===== config.mk =====
export PLATFORM = sky130hd
export DESIGN_NAME = vram_arbiter_flat
export DESIGN_NICKNAME = d
export VERILOG_FILES = /design/src/rtl/trs80_pkg.sv /design/src/rtl/vram_arbiter_if.sv /design/src/rtl/vram_arbiter.sv /design/src/flat_wrapper.sv
export SDC_FILE = /design/constraint.sdc
export NUM_CORES = 1
export LEC_CHECK = 0
export BUFFER_PORTS_ARGS = -buffer_cell sky130_fd_sc_hd__buf_2
export CAP_MARGIN = 30
export CORE_MARGIN = 4
export CORE_UTILIZATION = 25
export CTS_CLUSTER_DIAMETER = 200
export DETAILED_ROUTE_END_ITERATION = 8
export GPL_TIMING_DRIVEN = 0
export SLEW_MARGIN = 20
export SYNTH_ARGS = -nofsm -noshare
export SYNTH_HDL_FRONTEND = slang
export SYNTH_SLANG_ARGS = --single-unit
export TNS_END_PERCENT = 5

===== constraint.sdc =====
create_clock -name clock -period 1.5 [get_ports clock]
set_clock_uncertainty 0.1 [all_clocks]
set_input_delay 0.15 -clock clock [delete_from_list [all_inputs] [get_ports clock]]
set_output_delay 0.15 -clock clock [all_outputs]
set_load 0.005 [all_outputs]

===== src/rtl/trs80_pkg.sv =====
// trs80_pkg -- shared types and defaults for the TRS-80 video RAM path.
//   VRAM_AW_DEFAULT : VRAM address width (1 KB video RAM at $3C00-$3FFF)
//   arb_state_t     : VRAM arbiter FSM states
//   grant_t         : which requester won the most recent grant
package trs80_pkg;

   localparam int VRAM_AW_DEFAULT = 10;

   typedef enum logic [2:0] {
      IDLE,
      VID_RD,
      VID_LAT,
      CPU_RD,
      CPU_LAT,
      CPU_WR
   } arb_state_t;

   typedef enum logic {
      GNT_VID,
      GNT_CPU
   } grant_t;

endpackage


===== src/rtl/vram_arbiter_if.sv =====
// vram_arbiter_if -- bundles the three buses around the video RAM arbiter.
//   CPU side   : cpu_vram_cs_n, cpu_mreq_n, cpu_rd_n, cpu_wr_n, cpu_addr, cpu_din
//                in; cpu_dout, cpu_wait_n out (arbiter view)
//   video side : vid_req, vid_addr in; vid_ack, vid_data out
//   RAM side   : vram_addr, vram_din, vram_we out; vram_dout in
//   slave modport = arbiter view, master modport = CPU/video/RAM view.
interface vram_arbiter_if #(parameter int AW = trs80_pkg::VRAM_AW_DEFAULT);

   logic          cpu_vram_cs_n;
   logic          cpu_mreq_n;
   logic          cpu_rd_n;
   logic          cpu_wr_n;
   logic [AW-1:0] cpu_addr;
   logic [7:0]    cpu_din;
   logic [7:0]    cpu_dout;
   logic          cpu_wait_n;

   logic          vid_req;
   logic [AW-1:0] vid_addr;
   logic          vid_ack;
   logic [7:0]    vid_data;

   logic [AW-1:0] vram_addr;
   logic [7:0]    vram_din;
   logic          vram_we;
   logic [7:0]    vram_dout;

   modport slave (
      input  cpu_vram_cs_n, cpu_mreq_n, cpu_rd_n, cpu_wr_n, cpu_addr, cpu_din,
      output cpu_dout, cpu_wait_n,
      input  vid_req, vid_addr,
      output vid_ack, vid_data,
      output vram_addr, vram_din, vram_we,
      input  vram_dout
   );

   modport master (
      output cpu_vram_cs_n, cpu_mreq_n, cpu_rd_n, cpu_wr_n, cpu_addr, cpu_din,
      input  cpu_dout, cpu_wait_n,
      output vid_req, vid_addr,
      input  vid_ack, vid_data,
      input  vram_addr, vram_din, vram_we,
      output vram_dout
   );

endinterface


===== src/rtl/vram_arbiter.sv =====
// vram_arbiter -- shares a single-port synchronous video RAM between the Z80
// and the video fetch engine. Ties alternate between the two requesters, so
// neither side can starve. One CPU bus cycle maps to exactly one RAM access.
//   clock   : system clock, rising edge
//   reset_n : asynchronous active-low reset
//   bus     : vram_arbiter_if.slave (CPU strobes/data/WAIT, video req/ack/data,
//             RAM address/data/write enable)
module vram_arbiter
   import trs80_pkg::*;
#(
   parameter int VRAM_AW = VRAM_AW_DEFAULT
) (
   input  logic          clock,
   input  logic          reset_n,
   vram_arbiter_if.slave bus
);

   arb_state_t         state_q, state_d;
   grant_t             last_q, last_d;
   logic               cpu_done_q, cpu_done_d;
   logic               vid_ack_q;
   logic [7:0]         vid_data_q;
   logic [7:0]         cpu_dout_q;
   logic [VRAM_AW-1:0] addr_d;
   logic               we_d;

   logic cpu_req, cpu_wr, cpu_pend;

   assign cpu_req  = !bus.cpu_vram_cs_n && !bus.cpu_mreq_n &&
                     (!bus.cpu_rd_n || !bus.cpu_wr_n);
   assign cpu_wr   = !bus.cpu_wr_n;
   // cpu_done blocks a second access while the Z80 still holds its strobes
   assign cpu_pend = cpu_req && !cpu_done_q;

   always_comb begin
      state_d = state_q;
      last_d  = last_q;
      addr_d  = bus.vid_addr;
      we_d    = 1'b0;
      unique case (state_q)
         IDLE: begin
            // on a tie the side that did not win last time goes first
            if (bus.vid_req && (!cpu_pend || last_q == GNT_CPU)) begin
               state_d = VID_RD;
               last_d  = GNT_VID;
            end else if (cpu_pend) begin
               state_d = cpu_wr ? CPU_WR : CPU_RD;
               last_d  = GNT_CPU;
            end
         end
         VID_RD:  state_d = VID_LAT;
         VID_LAT: state_d = IDLE;
         CPU_RD: begin
            addr_d  = bus.cpu_addr;
            state_d = CPU_LAT;
         end
         CPU_LAT: state_d = IDLE;
         CPU_WR: begin
            addr_d  = bus.cpu_addr;
            we_d    = 1'b1;
            state_d = IDLE;
         end
         default: state_d = IDLE;
      endcase
   end

   // Clearing on a low cpu_req wins over setting, so a strobe that drops
   // mid-access finishes the access but leaves no stale done flag behind.
   assign cpu_done_d = cpu_req && (cpu_done_q || state_q == CPU_LAT || state_q == CPU_WR);

   always_ff @(posedge clock or negedge reset_n) begin
      if (!reset_n) begin
         state_q    <= IDLE;
         last_q     <= GNT_CPU;
         cpu_done_q <= 1'b0;
         vid_ack_q  <= 1'b0;
         vid_data_q <= 8'h00;
         cpu_dout_q <= 8'hFF;
      end else begin
         state_q    <= state_d;
         last_q     <= last_d;
         cpu_done_q <= cpu_done_d;
         vid_ack_q  <= (state_q == VID_LAT);
         if (state_q == VID_LAT) vid_data_q <= bus.vram_dout;
         if (state_q == CPU_LAT) cpu_dout_q <= bus.vram_dout;
      end
   end

   assign bus.vram_addr  = addr_d;
   assign bus.vram_din   = bus.cpu_din;
   // gated by reset so a write in flight is killed within the same cycle
   assign bus.vram_we    = we_d && reset_n;
   assign bus.cpu_wait_n = !cpu_pend;
   assign bus.cpu_dout   = cpu_dout_q;
   assign bus.vid_ack    = vid_ack_q;
   assign bus.vid_data   = vid_data_q;

endmodule


===== src/flat_wrapper.sv =====
// flat-port wrapper written by rule: the top's interface ports become plain ports
module vram_arbiter_flat import trs80_pkg::*;
#(
   parameter int VRAM_AW = VRAM_AW_DEFAULT
)
  (clock, reset_n, bus_cpu_vram_cs_n, bus_cpu_mreq_n, bus_cpu_rd_n, bus_cpu_wr_n, bus_cpu_addr, bus_cpu_din, bus_cpu_dout, bus_cpu_wait_n, bus_vid_req, bus_vid_addr, bus_vid_ack, bus_vid_data, bus_vram_addr, bus_vram_din, bus_vram_we, bus_vram_dout);
  vram_arbiter_if #(.AW((VRAM_AW_DEFAULT))) bus_i ();
  input  logic clock;
  input  logic reset_n;
  input wire logic [$bits(bus_i.cpu_vram_cs_n)-1:0] bus_cpu_vram_cs_n;
  input wire logic [$bits(bus_i.cpu_mreq_n)-1:0] bus_cpu_mreq_n;
  input wire logic [$bits(bus_i.cpu_rd_n)-1:0] bus_cpu_rd_n;
  input wire logic [$bits(bus_i.cpu_wr_n)-1:0] bus_cpu_wr_n;
  input wire logic [$bits(bus_i.cpu_addr)-1:0] bus_cpu_addr;
  input wire logic [$bits(bus_i.cpu_din)-1:0] bus_cpu_din;
  output wire logic [$bits(bus_i.cpu_dout)-1:0] bus_cpu_dout;
  output wire logic [$bits(bus_i.cpu_wait_n)-1:0] bus_cpu_wait_n;
  input wire logic [$bits(bus_i.vid_req)-1:0] bus_vid_req;
  input wire logic [$bits(bus_i.vid_addr)-1:0] bus_vid_addr;
  output wire logic [$bits(bus_i.vid_ack)-1:0] bus_vid_ack;
  output wire logic [$bits(bus_i.vid_data)-1:0] bus_vid_data;
  output wire logic [$bits(bus_i.vram_addr)-1:0] bus_vram_addr;
  output wire logic [$bits(bus_i.vram_din)-1:0] bus_vram_din;
  output wire logic [$bits(bus_i.vram_we)-1:0] bus_vram_we;
  input wire logic [$bits(bus_i.vram_dout)-1:0] bus_vram_dout;
  assign bus_i.cpu_vram_cs_n = bus_cpu_vram_cs_n;
  assign bus_i.cpu_mreq_n = bus_cpu_mreq_n;
  assign bus_i.cpu_rd_n = bus_cpu_rd_n;
  assign bus_i.cpu_wr_n = bus_cpu_wr_n;
  assign bus_i.cpu_addr = bus_cpu_addr;
  assign bus_i.cpu_din = bus_cpu_din;
  assign bus_cpu_dout = bus_i.cpu_dout;
  assign bus_cpu_wait_n = bus_i.cpu_wait_n;
  assign bus_i.vid_req = bus_vid_req;
  assign bus_i.vid_addr = bus_vid_addr;
  assign bus_vid_ack = bus_i.vid_ack;
  assign bus_vid_data = bus_i.vid_data;
  assign bus_vram_addr = bus_i.vram_addr;
  assign bus_vram_din = bus_i.vram_din;
  assign bus_vram_we = bus_i.vram_we;
  assign bus_i.vram_dout = bus_vram_dout;
  vram_arbiter #(.VRAM_AW(VRAM_AW)) u_core (.clock(clock), .reset_n(reset_n), .bus(bus_i));
endmodule

# Word-level counts from Yosys, hierarchy flattened
# Index checks and enable logic that the tools add are counted.
[totals]
reg_bits = 22
latchBits = 0
ramBits = 0
romBits = 0
inputBits = 43
output_inout_bits = 37
memories = 0
[classes]
addsub = 0
mul = 0
div = 0
n_lt_le_gt_ge = 0
eq_ne = 6
shifts = 0
mux = 8
n_bitwise = 0
n_reduce_logical = 20
[op_table]
columns = ["operator", "n"]
rows = [
  ["10-bit 2-to-1 mux", 1],
  ["3-bit 2-to-1 mux", 3],
  ["3-bit case mux with 3 select lines", 1],
  ["3-bit by 2-bit == test with 1-bit output (second input constant)", 2],
  ["3-bit == test (second input constant)", 2],
  ["1-bit logical AND", 6],
  ["1-bit logical NOT", 6],
  ["1-bit logical OR", 4],
  ["3-bit by 1-bit == test with 1-bit output (second input constant)", 1],
  ["3-bit logical NOT", 1],
  ["1-bit 2-to-1 mux", 3],
  ["3-bit by 1-bit inequality test with 1-bit output (second input constant)", 1],
  ["2-bit AND reduction", 1],
  ["2-bit nonzero test", 1],
  ["2-bit OR reduction", 1],
]

# Logic depth before layout (Yosys ltp)
[logic_depth]
depth_word = 9
ltp_mapped = 4
mapped_depth_nobuf = 3

# Worst setup path before layout
# No wires, ideal clock.
[synth_path]
kind = "reg2out"
start = "register u_core.state_q[1]"
end = "output port bus_vram_addr[0]"
t_arrival_ps = 1237
required_time_ps = 1250
path_slack_ps = 13
path_stages_with_launch = 4
path_buffers = 0
path_cell_list = "dfrtp_1 -> nor2b_2 -> o21ai_4 -> mux2_2"
[synth_between]
elab_chain_len = 3
[synth_lines]
columns = ["item", "line", "rtl"]
rows = [
  ["from (decl)", "vram_arbiter.sv:18", "arb_state_t state_q, state_d;"],
  ["from (signal assigned)", "vram_arbiter.sv:80", "state_q <= state_d;"],
  ["3-bit by 2-bit == test with 1-bit output or 3-bit == test (tied branches)", "vram_arbiter.sv:40", "unique case (state_q)"],
  ["2-bit OR reduction (no source line) *", "--", ""],
  ["10-bit 2-to-1 mux *", "vram_arbiter.sv:40", ""],
  ["to (decl)", "flat_wrapper.sv:22", "output wire logic [$bits(bus_i.vram_addr)-1:0] bus_vram_addr;"],
]
# Mark *: on every way between the ends. The rest lies on a longest branch, timed or not.

# Final worst setup path
[layout_path]
start = "register u_core.state_q[2]"
end = "output port bus_vram_addr[6]"
# Same word-level chain as after synthesis.

==> metrics.md <==
| Metric | Value |
|---|---|
| CP Data Required Time | `1.25 ns` |
| Io pins | `80` |
| Ratio of routed vias to standard cells | `4.51` |
| Net total in the final layout | `208` |
| Remaining number of nets flagged by the antenna check after routing | `0` |
| Worst Setup Path Type | `register to primary output` |
| Fraction of power consumed by the clock network | `0.177` |
| Slew margin rel. | `0.570` |
| Final wirelength | `3250 um` |
| Height of the die | `74.4 um` |
| Floorplan die width | `74.4 um` |
| Buffers plus inverters on the worst setup path | `2` |
| Layer with the highest usage | `met2` |
| Max-cap check violation count | `0` |
| First-pass GRT wire length | `4750 um` |
| Clock transition at the register clock pins on the worst setup and hold paths after CTS | `0.08 ns` |
| Setup tns final | `-3.44 ns` |
| Via count | `965` |
| Buffer cell driving the clock tree root | `clkbuf_8` |
| H-tree levels | `1` |
| CP Data Arrival Time | `1.61 ns` |
| Met2 Track Usage GR | `0.208` |
| Critical-path maximum fanout | `10` |
| Violations in the final reports | `negative setup slack` |
| Clock latency on the worst-skew pair | `0.26 ns` |
| Post-DR wirelength/cell | `15.2 um` |
| Post-DP HPWL | `2430 um` |
| Worst reg2reg endpoint | `u_core.bus.vid_data[1]` |
| Count of yosys warnings during synthesis | `0` |
| Clock tree buffer depth | `2` |
| Actual transition at the worst max-transition pin | `0.643 ns` |
| Area of all sequential standard cells | `564 um^2` |
| Final setup violation count | `14` |
| Leakage power | `0.876 nW` |
| R2R Setup Slk | `-0.01 ns` |
| Area Growth Syn to Fin | `60.0%` |
| TritonCTS clock tree | `yes` |
| Instance count of the mapped netlist | `82` |
| Synth Area in XOR/XNOR | `0` |
| Cell Count Post-Placement | `203` |
| Number of distinct library cell variants in the gate-level netlist after synthesis | `24` |
| Crit Reg-Reg Startpoint | `u_core.state_q[2]` |
| M1 GR Usage | `0.120` |
| Proportion of synthesized chip area in sequential cells | `0.509` |
| Multiplexer fraction of the synthesized cell area | `0.265` |
| Path type of the worst min-delay path | `input port to register` |
| Run status | `complete, but fails checks` |
| Post-route insts no fill | `214` |
| Average size of a mapped cell | `13.5 um^2` |
| Clock Sink Count | `22` |
| Critical Path Stages | `5` |
| Detailed-router iteration count before antenna repair | `4` |
| Flop and latch count out of synthesis | `22` |
| Fraction of layout cells with a size suffix above 1 | `0.805` |
| DRC Markers | `0` |
| Initial Util | `0.266` |
| Post-layout minimum cycle time | `1.86 ns` |
| Netlist area before placement | `1100 um^2` |
| Cells along the critical path | `nor2b_4, o21ai_4, buf_12, mux2_2, buf_2` |
| Multi-input gate area in the final layout | `522 um^2` |
| PwrDens | `1770 nW/um^2` |
| Setup WS post-layout | `-0.364 ns` |
| Global-route track usage on met3 | `0.0203` |
| Floorplan Core Area | `4140 um^2` |
| Delay of the slowest cell on the worst path | `0.44 ns` |
| Number of failing hold endpoints at the final stage | `0` |
| Count of port buffers added during placement | `71` |
| Largest delay contributor family on the critical path | `flip-flops` |
| Overflow left after global routing | `0` |
| Reg2reg path depth | `4` |
| Switch Pwr | `0.000902 W` |
| Final slew viol count | `0` |
| Termination of the worst setup path | `bus_vram_addr[6]` |
| Unrepaired setup endpoints after global routing | `yes` |
| Pin count of the biggest net entering global routing | `14` |
| Die ar. | `5540 um^2` |
| Slowest cell on the critical path | `dfrtp_2` |
| Internal | `0.00222 W` |
| Number of CTS-inserted buffers | `3` |
| Comb power frac | `0.462` |
| Part of the total power dissipated in sequential elements | `0.361` |
| Global-route usage over all layers | `0.109` |
| Element type at the critical path end | `primary output` |
| Final period utilization | `1.24` |
| Worst ir drop on vdd | `0.000604 V` |
| RD Place Congestion | `0.697` |
| Number of global-route vias before repair | `1,056` |
| CP Launch Point | `u_core.state_q[2]` |
| Fraction of the mapped netlist area in compound gates | `0.0703` |
| Placement row count | `23` |
| Switching share of power | `0.289` |
| Dominant combinational cell family by area after synthesis | `multiplexers` |
| Fraction of the mapped netlist area in adder cells | `0` |
| Ant diodes | `0` |
| Sort of element at the start of the critical path | `register` |
| Initial antenna violation count | `0` |
| DR iter-0 viols | `32` |
| Net count of the mapped netlist | `125` |
| Post-layout power | `0.00312 W` |
| Area fraction in and, or, nand and nor cells after synthesis | `0.0726` |
| Fill cells | `405` |
| Achievable clock frequency | `0.537 GHz` |
| Worst Hold Margin | `0.0281 ns` |
cell usage after synthesis (all sizes together):
cell type / count / share of area
and3: 1 / 0.0057
nor2b: 2 / 0.020
a21oi: 1 / 0.0045
nor3b: 1 / 0.0068
and2b: 1 / 0.0068
dfrtp: 13 / 0.29
a32oi: 1 / 0.0079
a2111oi: 2 / 0.023
dfstp: 9 / 0.21
o21a: 1 / 0.0068
a41oi: 1 / 0.0079
nor3: 3 / 0.014
buf: 11 / 0.076
a31oi: 1 / 0.0057
nor2: 3 / 0.010
mux2: 26 / 0.27
nand2: 1 / 0.0034
nor4: 1 / 0.0057
o21ai: 1 / 0.015
inv: 2 / 0.0068
cells by family after synthesis:
group	Yosys count
compound gates	8
mux	26
simple gates	13
buf+inv	13
flops	22
timing repair:
action | CTS | global route
hold buffers | 3 | 0
pin swaps | 2 | 0
resized for setup | 5 | 18
endpoints found under the hold margin | 14 | 0
setup buffers | 4 | 0
setup endpoints to repair | 21 | 27
power by group through the flow:
stage | logic [W] | registers [W] | clock network, W
2_1_floorplan | 0.000650 | 0.00114 | 0
3_3_place_gp | 0.00112 | 0.00112 | 0
3_5_place_dp | 0.00115 | 0.00114 | 0
4_1_cts | 0.00128 | 0.00112 | 0.000559
5_1_grt | 0.00157 | 0.00117 | 0.000587
6_report | 0.00144 | 0.00113 | 0.000552
per-stage QoR:
stage / worst slack (ns) / utilization / area (um^2)
finish: -0.364 / 0.426 / 1770
CTS: -0.363 / 0.408 / 1690
global placement: -0.170 / 0.367 / 1520
global route: -0.401 / 0.426 / 1770
detailed placement: -0.215 / 0.367 / 1520
floorplan: 0.0135 / - / 1100
worst min path at each step:
stage	to	depth (start not counted)	from
after floorplan	u_core.bus.vid_ack	0	reset_n
after global placement	u_core.bus.vid_data[2]	1	reset_n
after detailed placement	u_core.bus.vid_data[2]	1	reset_n
after CTS	u_core.cpu_done_q	2	bus_cpu_mreq_n
after global routing	u_core.bus.cpu_dout[4]	2	bus_vram_dout[4]
final	u_core.cpu_done_q	2	bus_cpu_vram_cs_n
layout by cell type (no fill, tap or decap), drive strengths merged:
cell type and instances:
nand2 1, a2111oi 2, nor3b 1, buf 86
o21a 1, dfstp 9, nor4 1, dlygate4sd3 3
a41oi 1, o21ai 1, a31oi 1, nor2b 2
inv 2, bufinv 1, nor2 3, a32oi 1
dfrtp 13, clkbuf 3, a21oi 1, and2b 1
and3 1, nor3 3, mux2 26
final cells by class:
type	instances	share of cell area
sequential	22	0.320
multi-input combinational	47	0.296
timing repair buffer	78	0.255
buffer	11	0.0496
tap	50	0.0354
clock buffer	3	0.0234
clock inverter	1	0.0170
inverter	2	0.00425
sequential cells by signal, indices dropped and copies added (netlist names):
register and flops:
u_core.bus.vid_ack 1, u_core.last_q 1, u_core.cpu_done_q 1, u_core.bus.cpu_dout 8, u_core.state_q 3, u_core.bus.vid_data 8
routing by layer:
layer / wire length, um / part of all wire / vias to the layer above
li1: - / - / 454
met1: 1200 / 0.37 / 478
met2: 1840 / 0.57 / 29
met3: 161 / 0.050 / 4
met4: 50 / 0.015 / 0
met5: 0 / 0 / -
Note: power is estimated with default switching activity, not from simulation.
